$ cat src/rtl/mem1_pkg.sv
// mem1_pkg: shared types, access-size encodings and FSM states for the memory stage
package mem1_pkg;

    typedef logic [31:0] data_t;
    typedef logic [4:0]  reg_t;

    localparam logic [1:0] SZ_WORD = 2'b00;
    localparam logic [1:0] SZ_HALF = 2'b01;
    localparam logic [1:0] SZ_BYTE = 2'b10;

    typedef enum logic {S_IDLE, S_WAIT} state_e;

    // size 2'b11 falls through to the word rule
    function automatic logic misaligned(input logic [1:0] size, input logic [1:0] a);
        return (size == SZ_HALF) ? a[0] : (size == SZ_BYTE) ? 1'b0 : (a != 2'b00);
    endfunction

endpackage

$ cat src/rtl/mem1_memlane.sv
// mem1_memlane: store lane replication / byte enables and load lane extraction / extension
module mem1_memlane
    import mem1_pkg::*;
(
    input  logic [1:0] i_size,
    input  logic [1:0] i_addr,
    input  logic       i_sign,
    input  data_t      i_sdata,
    input  data_t      i_rdata,
    output logic [3:0] o_be,
    output data_t      o_wdata,
    output data_t      o_ldata
);

    logic [7:0]  w_byte;
    logic [15:0] w_half;

    assign w_byte  = i_rdata[{i_addr, 3'b000} +: 8];
    assign w_half  = i_addr[1] ? i_rdata[31:16] : i_rdata[15:0];

    assign o_be    = (i_size == SZ_HALF) ? (i_addr[1] ? 4'b1100 : 4'b0011) :
                     (i_size == SZ_BYTE) ? (4'b0001 << i_addr) : 4'b1111;
    assign o_wdata = (i_size == SZ_HALF) ? {2{i_sdata[15:0]}} :
                     (i_size == SZ_BYTE) ? {4{i_sdata[7:0]}} : i_sdata;
    assign o_ldata = (i_size == SZ_HALF) ? {{16{i_sign & w_half[15]}}, w_half} :
                     (i_size == SZ_BYTE) ? {{24{i_sign & w_byte[7]}}, w_byte} : i_rdata;

endmodule

$ cat src/rtl/mem1.sv
// mem1: EX/MEM register, ready-handshake data-memory access and MEM/WB register
module mem1
    import mem1_pkg::*;
(
    input  logic        clk,
    input  logic        reset,
    input  logic        MEM_invalid,
    input  data_t       MEM_inanswer,
    input  data_t       MEM_instoredata,
    input  reg_t        MEM_inregdst,
    input  logic        MEM_inandlink,
    input  data_t       MEM_inpc8,
    input  logic        MEM_inregwrite,
    input  logic        MEM_inmemread,
    input  logic        MEM_inmemwrite,
    input  logic [1:0]  MEM_inmemsize,
    input  logic        MEM_inmemsign,
    output logic        MEM_outdreq,
    output logic        MEM_outdwe,
    output data_t       MEM_outdaddr,
    output data_t       MEM_outdwdata,
    output logic [3:0]  MEM_outdbe,
    input  logic        MEM_indready,
    input  data_t       MEM_indrdata,
    output logic        MEM_outstall,
    output logic        MEM_outmisalign,
    output reg_t        MEM_outEXMEMREGISTERRDRT,
    output logic        MEM_outEXMEMREGWRITE,
    output data_t       MEM_outfromEXMEM,
    output reg_t        MEM_outMEMWBREGISTERRDRT,
    output logic        MEM_outMEMWBREGWRITE,
    output data_t       MEM_outfromMEMWB
);

    logic       r_valid, r_andlink, r_regwrite, r_memread, r_memwrite, r_memsign;
    data_t      r_answer, r_storedata, r_pc8;
    reg_t       r_regdst;
    logic [1:0] r_memsize;
    state_e     r_state;
    reg_t       r_wb_regdst;
    logic       r_wb_regwrite;
    data_t      r_wb_data;

    logic       w_memop, w_mis, w_pending, w_stall;
    data_t      w_ldata;

    assign w_memop   = r_valid & (r_memread | r_memwrite);
    assign w_mis     = w_memop & misaligned(r_memsize, r_answer[1:0]);
    assign w_pending = w_memop & ~w_mis;
    assign w_stall   = w_pending & ~MEM_indready;

    mem1_memlane u_memlane (
        .i_size  (r_memsize),
        .i_addr  (r_answer[1:0]),
        .i_sign  (r_memsign),
        .i_sdata (r_storedata),
        .i_rdata (MEM_indrdata),
        .o_be    (MEM_outdbe),
        .o_wdata (MEM_outdwdata),
        .o_ldata (w_ldata)
    );

    // WAIT only ever holds the op that is still pending, so this equals w_pending
    assign MEM_outdreq              = w_pending | (r_state == S_WAIT);
    assign MEM_outdwe               = w_pending & r_memwrite;
    assign MEM_outdaddr             = {r_answer[31:2], 2'b00};
    assign MEM_outstall             = w_stall;
    assign MEM_outmisalign          = w_mis;
    assign MEM_outEXMEMREGISTERRDRT = r_regdst;
    assign MEM_outEXMEMREGWRITE     = r_regwrite & ~w_mis;
    assign MEM_outfromEXMEM         = r_andlink ? r_pc8 : r_answer;
    assign MEM_outMEMWBREGISTERRDRT = r_wb_regdst;
    assign MEM_outMEMWBREGWRITE     = r_wb_regwrite;
    assign MEM_outfromMEMWB         = r_wb_data;

    always_ff @(posedge clk) begin
        if (reset) begin
            r_valid       <= 1'b0;
            r_answer      <= '0;
            r_storedata   <= '0;
            r_regdst      <= '0;
            r_andlink     <= 1'b0;
            r_pc8         <= '0;
            r_regwrite    <= 1'b0;
            r_memread     <= 1'b0;
            r_memwrite    <= 1'b0;
            r_memsize     <= SZ_WORD;
            r_memsign     <= 1'b0;
            r_state       <= S_IDLE;
            r_wb_regdst   <= '0;
            r_wb_regwrite <= 1'b0;
            r_wb_data     <= '0;
        end else begin
            r_state <= w_stall ? S_WAIT : S_IDLE;
            if (w_stall) begin
                r_wb_regwrite <= 1'b0;
            end else begin
                r_valid       <= MEM_invalid;
                r_answer      <= MEM_inanswer;
                r_storedata   <= MEM_instoredata;
                r_regdst      <= MEM_inregdst;
                r_andlink     <= MEM_inandlink;
                r_pc8         <= MEM_inpc8;
                r_regwrite    <= MEM_inregwrite & MEM_invalid & (MEM_inregdst != 5'd0);
                r_memread     <= MEM_inmemread;
                r_memwrite    <= MEM_inmemwrite;
                r_memsize     <= MEM_inmemsize;
                r_memsign     <= MEM_inmemsign;
                r_wb_regdst   <= r_regdst;
                r_wb_regwrite <= r_regwrite & ~w_mis;
                r_wb_data     <= r_andlink ? r_pc8 : r_memread ? w_ldata : r_answer;
            end
        end
    end

endmodule

$ cat config.mk
export PLATFORM = sky130hd
export DESIGN_NAME = mem1
export DESIGN_NICKNAME = d
export VERILOG_FILES = /design/src/rtl/mem1_pkg.sv /design/src/rtl/mem1_memlane.sv /design/src/rtl/mem1.sv
export SDC_FILE = /design/constraint.sdc
export NUM_CORES = 1
export LEC_CHECK = 0
export CAP_MARGIN = 40
export CORE_MARGIN = 3
export CORE_UTILIZATION = 40
export CTS_BUF_LIST = sky130_fd_sc_hd__clkbuf_4
export CTS_CLUSTER_SIZE = 25
export DETAILED_ROUTE_END_ITERATION = 6
export GPL_ROUTABILITY_DRIVEN = 0
export HOLD_SLACK_MARGIN = 0.1
export PLACE_DENSITY = 0.75
export SYNTH_ARGS = -nofsm -noshare
export SYNTH_HDL_FRONTEND = slang
export SYNTH_SLANG_ARGS = --single-unit
$ cat constraint.sdc
create_clock -name clk -period 2.3 [get_ports clk]
set_input_delay 0.46 -clock clk [delete_from_list [all_inputs] [get_ports clk]]
set_output_delay 0.46 -clock clk [all_outputs]
set_load 0.03 [all_outputs]
# == Word level (Yosys, flattened, before mapping) ==
# Index checks and enable logic that the tools add are counted.
# classes
n_eq_ne,2
n_reduce_logical,3
mux,14
n_bitwise,14
shift,2
# op_table
op,count
$mux W32,7
$shiftx A32 B6 Y8,1
$mux W16,1
$mux W4,3
$and A1 B1 Y1,10
$reduce_bool A5 Y1,1
$shl A1 B2 Y4 const A,1
$mux W1,3
$eq A2 B1 Y1 const B,1
$eq A2 B2 Y1 const B,1
$not A1 Y1,2
$or A1 B1 Y1,2
$reduce_bool A2 Y1,1
$reduce_or A2 Y1,1
# totals
word_cells,50
out_inout_bits,148
in_bits,144
ff_bits,148

# == Longest topological paths before layout ==
# logic_depth
word_depth,8
ltp_mapped,9
ltp_nobuf,6

# == Hierarchy ==
# Synthesis repeated with hierarchy kept, for this count alone.
# unflattened
cells_unflattened,1029
hier_area_um2,8949.8
# by_module_without_submodules
mod,cells_each,area_each_um2,n_inst,seq_area_each_um2
mem1,789,7253.2,1,2962.8
mem1_memlane,240,1696.6,1,0.0

# == Least setup slack after synthesis ==
# No wires, ideal clock.
# synth_path
path_kind,reg-to-output
start,register r_memsize[1]
end,output MEM_outEXMEMREGWRITE
stages_incl_launch_ff,7
arrival_ns,1.899
required_time_ns,1.840
path_slack_ns,-0.059
n_path_buf,2
path_cell_list,dfxtp_1 buf_2 nor2b_1 clkbuf_1 or2_2 nor2_1 nor2b_1
# synth_via
elab_chain_cells,6
elab_cells_between_ends,7
cone_classes,2 x eq/ne; 2 x mux; 3 x bitwise
# synth_lines
element,line_no,rtl
"start, declared",mem1.sv:38,logic [1:0] r_memsize;
"start signal, assigned",mem1.sv:107,r_memsize <= MEM_inmemsize;
$eq A2 B2 Y1,mem1_pkg.sv:15,return (size == SZ_HALF) ? a[0] : (size == SZ_BYTE) ? 1'b0 : (a != 2'b00);
$mux W1,mem1_pkg.sv:15,
$mux W1 *,mem1_pkg.sv:15,
$and A1 B1 Y1 *,mem1.sv:48,"assign w_mis = w_memop & misaligned(r_memsize, r_answer[1:0]);"
via MEM_outmisalign,mem1.sv:26,"output logic MEM_outmisalign,"
$not A1 Y1 *,mem1.sv:70,assign MEM_outEXMEMREGWRITE = r_regwrite & ~w_mis;
$and A1 B1 Y1 *,mem1.sv:70,
"end, declared",mem1.sv:28,"output logic MEM_outEXMEMREGWRITE,"
# The timed path passes the listed nets; every way through them passes the cells marked *.

# == Worst setup path in the final report ==
# layout_path
start,register r_memsize[1]
end,output MEM_outdwdata[17]
# layout_via
elab_chain_cells,3
elab_cells_between_ends,4
cone_classes,2 x eq/ne; 2 x mux
# layout_lines
element,line_no,rtl
$eq A2 B2 Y1,mem1_memlane.sv:24,(i_size == SZ_BYTE) ? {4{i_sdata[7:0]}} : i_sdata;
$mux W32,mem1_memlane.sv:24,
$mux W32 *,mem1_memlane.sv:23,assign o_wdata = (i_size == SZ_HALF) ? {2{i_sdata[15:0]}} :
"end, declared",mem1.sv:21,"output data_t MEM_outdwdata,"
# Every way passes the cells marked *; elsewhere a longest branch is shown, timed or not.

==> out/metrics.cfg <==
[status]
status = finished, violations left
violations = DRC, setup timing

[critical_path]
critical_path_class = reg2out
cp.required_ps = 1840
cp-start-kind = register
path_max_fanout = 8
regToRegEndpoint = MEM_outfromMEMWB[13]
critPathLaunch = r_memsize[1]
r2r_start = r_memsize[1]
arrival_ps = 1900
reg2reg_depth = 8
r2r_setup_slack_ps = 160
cp-endpoint = MEM_outdwdata[17]
crit_path_end_kind = output port

[synthesis]
async_flop_share_pct = 0
synth_compound_area_share_pct = 22.50
synth-seq-cells = 148
synth_simple_gate_area_share_pct = 20.94
synth_mux_area_share_pct = 6.908
avgSynthCellArea_um2 = 7.738
ys_seq_area_share_pct = 40.09
syn_area_um2 = 7390
synth-xor-area-share_pct = 0.1185
ys.flop_type = dfxtp_1
synth_edf_count = 0
syn_inst = 955
synth_area_leaders = dfxtp_1 (40%), nand2_1 (14%), a21oi_1 (8.9%), mux2_2 (4.9%), buf_4 (4.1%)
synth_fa_ha_area_share_pct = 0
yosysUniqueCellTypes = 47
yosys.area.top_type = dfxtp_1
yosys_warnings = 0
synth_top_family_by_area = compound AO/OA/AOI/OAI gates
synth_top_area_share_pct = 40.09

[die]
die_w_um = 141.9
fp.dieH_um = 141.9
rows = 49
core_area_um2 = 18090
ios = 292
die_area_um2 = 20140
start_util_pct = 40.86

[place]
dp_hpwl_mm = 19.42
placed_area_um2 = 10270
pre_cts_ws_ps = 104.0
dp_cells = 1387
port-buffer-count = 289

[timing]
min_period_ps = 2359
finClkSkew_ps = 25.04
slew_viol_final = 0
setup_viol = 11
hold_viol_final = 0
timing.hold.ws_ps = 417.6
rsz0062_at_grt = true
tightestPinTransition_ps = 734.4
max-slew-margin-rel_pct = 51.04
fin_ws_ps = -58.90
fmax_mhz = 423.9
min_period_over_period_pct = 102.6

[clock_network]
cts_root_buf = clkbuf_4
cts.path.max_buffers = 2
htree_levels = 4
numClockSinks = 148
cts_tree = done
cts_buffers = 17
clkSlewWorstSetupHoldPaths_ps = 150
ctsHoldBuffers = 0
clkLatencyLatePin_ps = 570

[route]
firstDrtPassIters = 7
drt_iter0_markers = 672
drtAntennaViolNets = 0
drc = 4
vias = 7987
via_per_inst = 5.520
wl_per_cell_um = 19.55
wl_mm = 28.30

[min_path]
hold_class = in2reg

[global_route]
grt_pass1_wl_mm = 41.98
grt_max_degree = 91
grt_util_all_layers_pct = 26.47
grt_overflow = 0
antenna_found_initial = 2
grt_pass1_vias = 7441

[run]
maxCapViolations = 0

[finish]
nets = 1348
syn_to_final_growth_pct = 50.07
post-route-util_pct = 61.31
postLayoutCellArea_um2 = 11090
drive_above_1_share_pct = 18.83
final_cells = 1447

[power_and_ir_drop]
p_leak_nw = 4.497
p_per_area_nw_per_um2 = 597.0
peakVddDrop_mv = 0.3782

[stage by stage]
step,setup TNS (ps),power [mW]
6_report,-390.9,6.620
5_1_grt,-2257,6.880
4_1_cts,-315.5,6.596
3_5_place_dp,0,4.751
3_3_place_gp,0,4.737
2_1_floorplan,0,3.915
[synthesized netlist by cell type (4+ instances only)]
cell type and number:
nand3_1 8, nand2_1 269, dfxtp_1 148, a222oi_1 7
buf_2 26, a221o_1 6, a221oi_1 17, clkbuf_1 52
a22o_1 9, mux2_2 32, a21oi_1 131, o21ai_0 21
o22ai_1 24, inv_1 13, a211oi_1 5, o41ai_1 22
nor2_1 27, o211ai_1 7, nor2b_1 16, nand3b_1 23
mux2i_1 15, or3_1 4, buf_1 4, buf_4 40
[metal layers]
metal | up-vias | global-route usage (%) | part of all wire, %
met5 | - | 0 | 0
met3 | 52 | 7.314 | 8.8
li1 | 3792 | - | -
met4 | 0 | 9.040 | 2.7
met2 | 375 | 41.74 | 47
met1 | 3768 | 35.11 | 42
[registers in the layout, summed over array words and instances (netlist names)]
register,flops
r_memread,1
r_memwrite,1
r_valid,1
r_storedata,32
MEM_outfromMEMWB,32
r_regwrite,1
MEM_outMEMWBREGWRITE,1
r_pc8,32
r_memsign,1
MEM_outMEMWBREGISTERRDRT,5
r_answer,32
r_memsize,2
r_state,1
r_andlink,1
MEM_outEXMEMREGISTERRDRT,5
[timing repair]
item | in CTS | in global routing
setup buffers | 18 | 5
setup endpoints to repair | 63 | 58
gates cloned | 4 | 1
pin swaps | 9 | 5
resized for setup | 179 | 54
[worst max-delay path, cell delays in order (launching register included)]
cell and delay (ps):
dfxtp_2 360, buf_4 110, xor2_2 190, buf_6 180, mux2_2 360, buf_6 140
[power breakdown]
part	leakage [nW]	switching [mW]	internal (mW)
combinational	3.11	1.05	0.914
sequential	1.23	0.153	2.73
clock	0.153	0.997	0.775
total	4.50	2.20	4.42
[cell usage in the layout (no fill, tap or decap), drive strengths merged, types with 3 or more instances in the layout]
| cell | count |
|---|---|
| a221o | 6 |
| a222oi | 7 |
| nand3 | 9 |
| clkdlybuf4s15 | 8 |
| mux2 | 32 |
| a22o | 9 |
| nand3b | 23 |
| o41ai | 22 |
| bufinv | 3 |
| mux2i | 15 |
| nand2b | 3 |
| o211ai | 7 |
| clkinv | 4 |
| nor2 | 27 |
| inv | 16 |
| or3 | 4 |
| nand2 | 269 |
| dfxtp | 148 |
| a221oi | 17 |
| a21oi | 132 |
| a211oi | 5 |
| buf | 116 |
| o22ai | 24 |
| o21ai | 23 |
| clkdlybuf4s50 | 220 |
| clkbuf | 20 |
| clkinvlp | 3 |
| nor2b | 16 |
[cells by family (layout without fill, tap and decap cells)]
| group | count (synthesis) | after routing |
|---|---|---|
| XOR/XNOR | 1 | 1 |
| flip-flops | 148 | 148 |
| buffers and inverters | 136 | 395 |
| AO/OA/AOI/OAI | 262 | 262 |
| AND/OR/NAND/NOR | 360 | 361 |
| other | 1 | 4 |
| multiplexers | 47 | 47 |
[final cells by class]
class / count / area [um^2]
Fill cell: 1578 / 6997
Multi-Input combinational cell: 673 / 3905
Tap cell: 229 / 286.5
Clock inverter: 12 / 156.4
Inverter: 14 / 55.05
Timing Repair Buffer: 350 / 3566
Clock buffer: 19 / 142.6
Sequential cell: 148 / 2973
Antenna cell: 2 / 5.005
[worst min path at each step]
stage,from,end,slack [ps],depth (start not counted)
floorplan,r_pc8[15],r_pc8[15],430,2
global placement,r_storedata[23],r_storedata[23],440,2
detailed placement,r_storedata[19],r_storedata[19],440,2
CTS,MEM_inanswer[20],r_answer[20],380,3
global route,MEM_inanswer[9],r_answer[9],380,3
finish,MEM_inanswer[20],r_answer[20],420,3
Note: power is estimated with default switching activity, not from simulation.
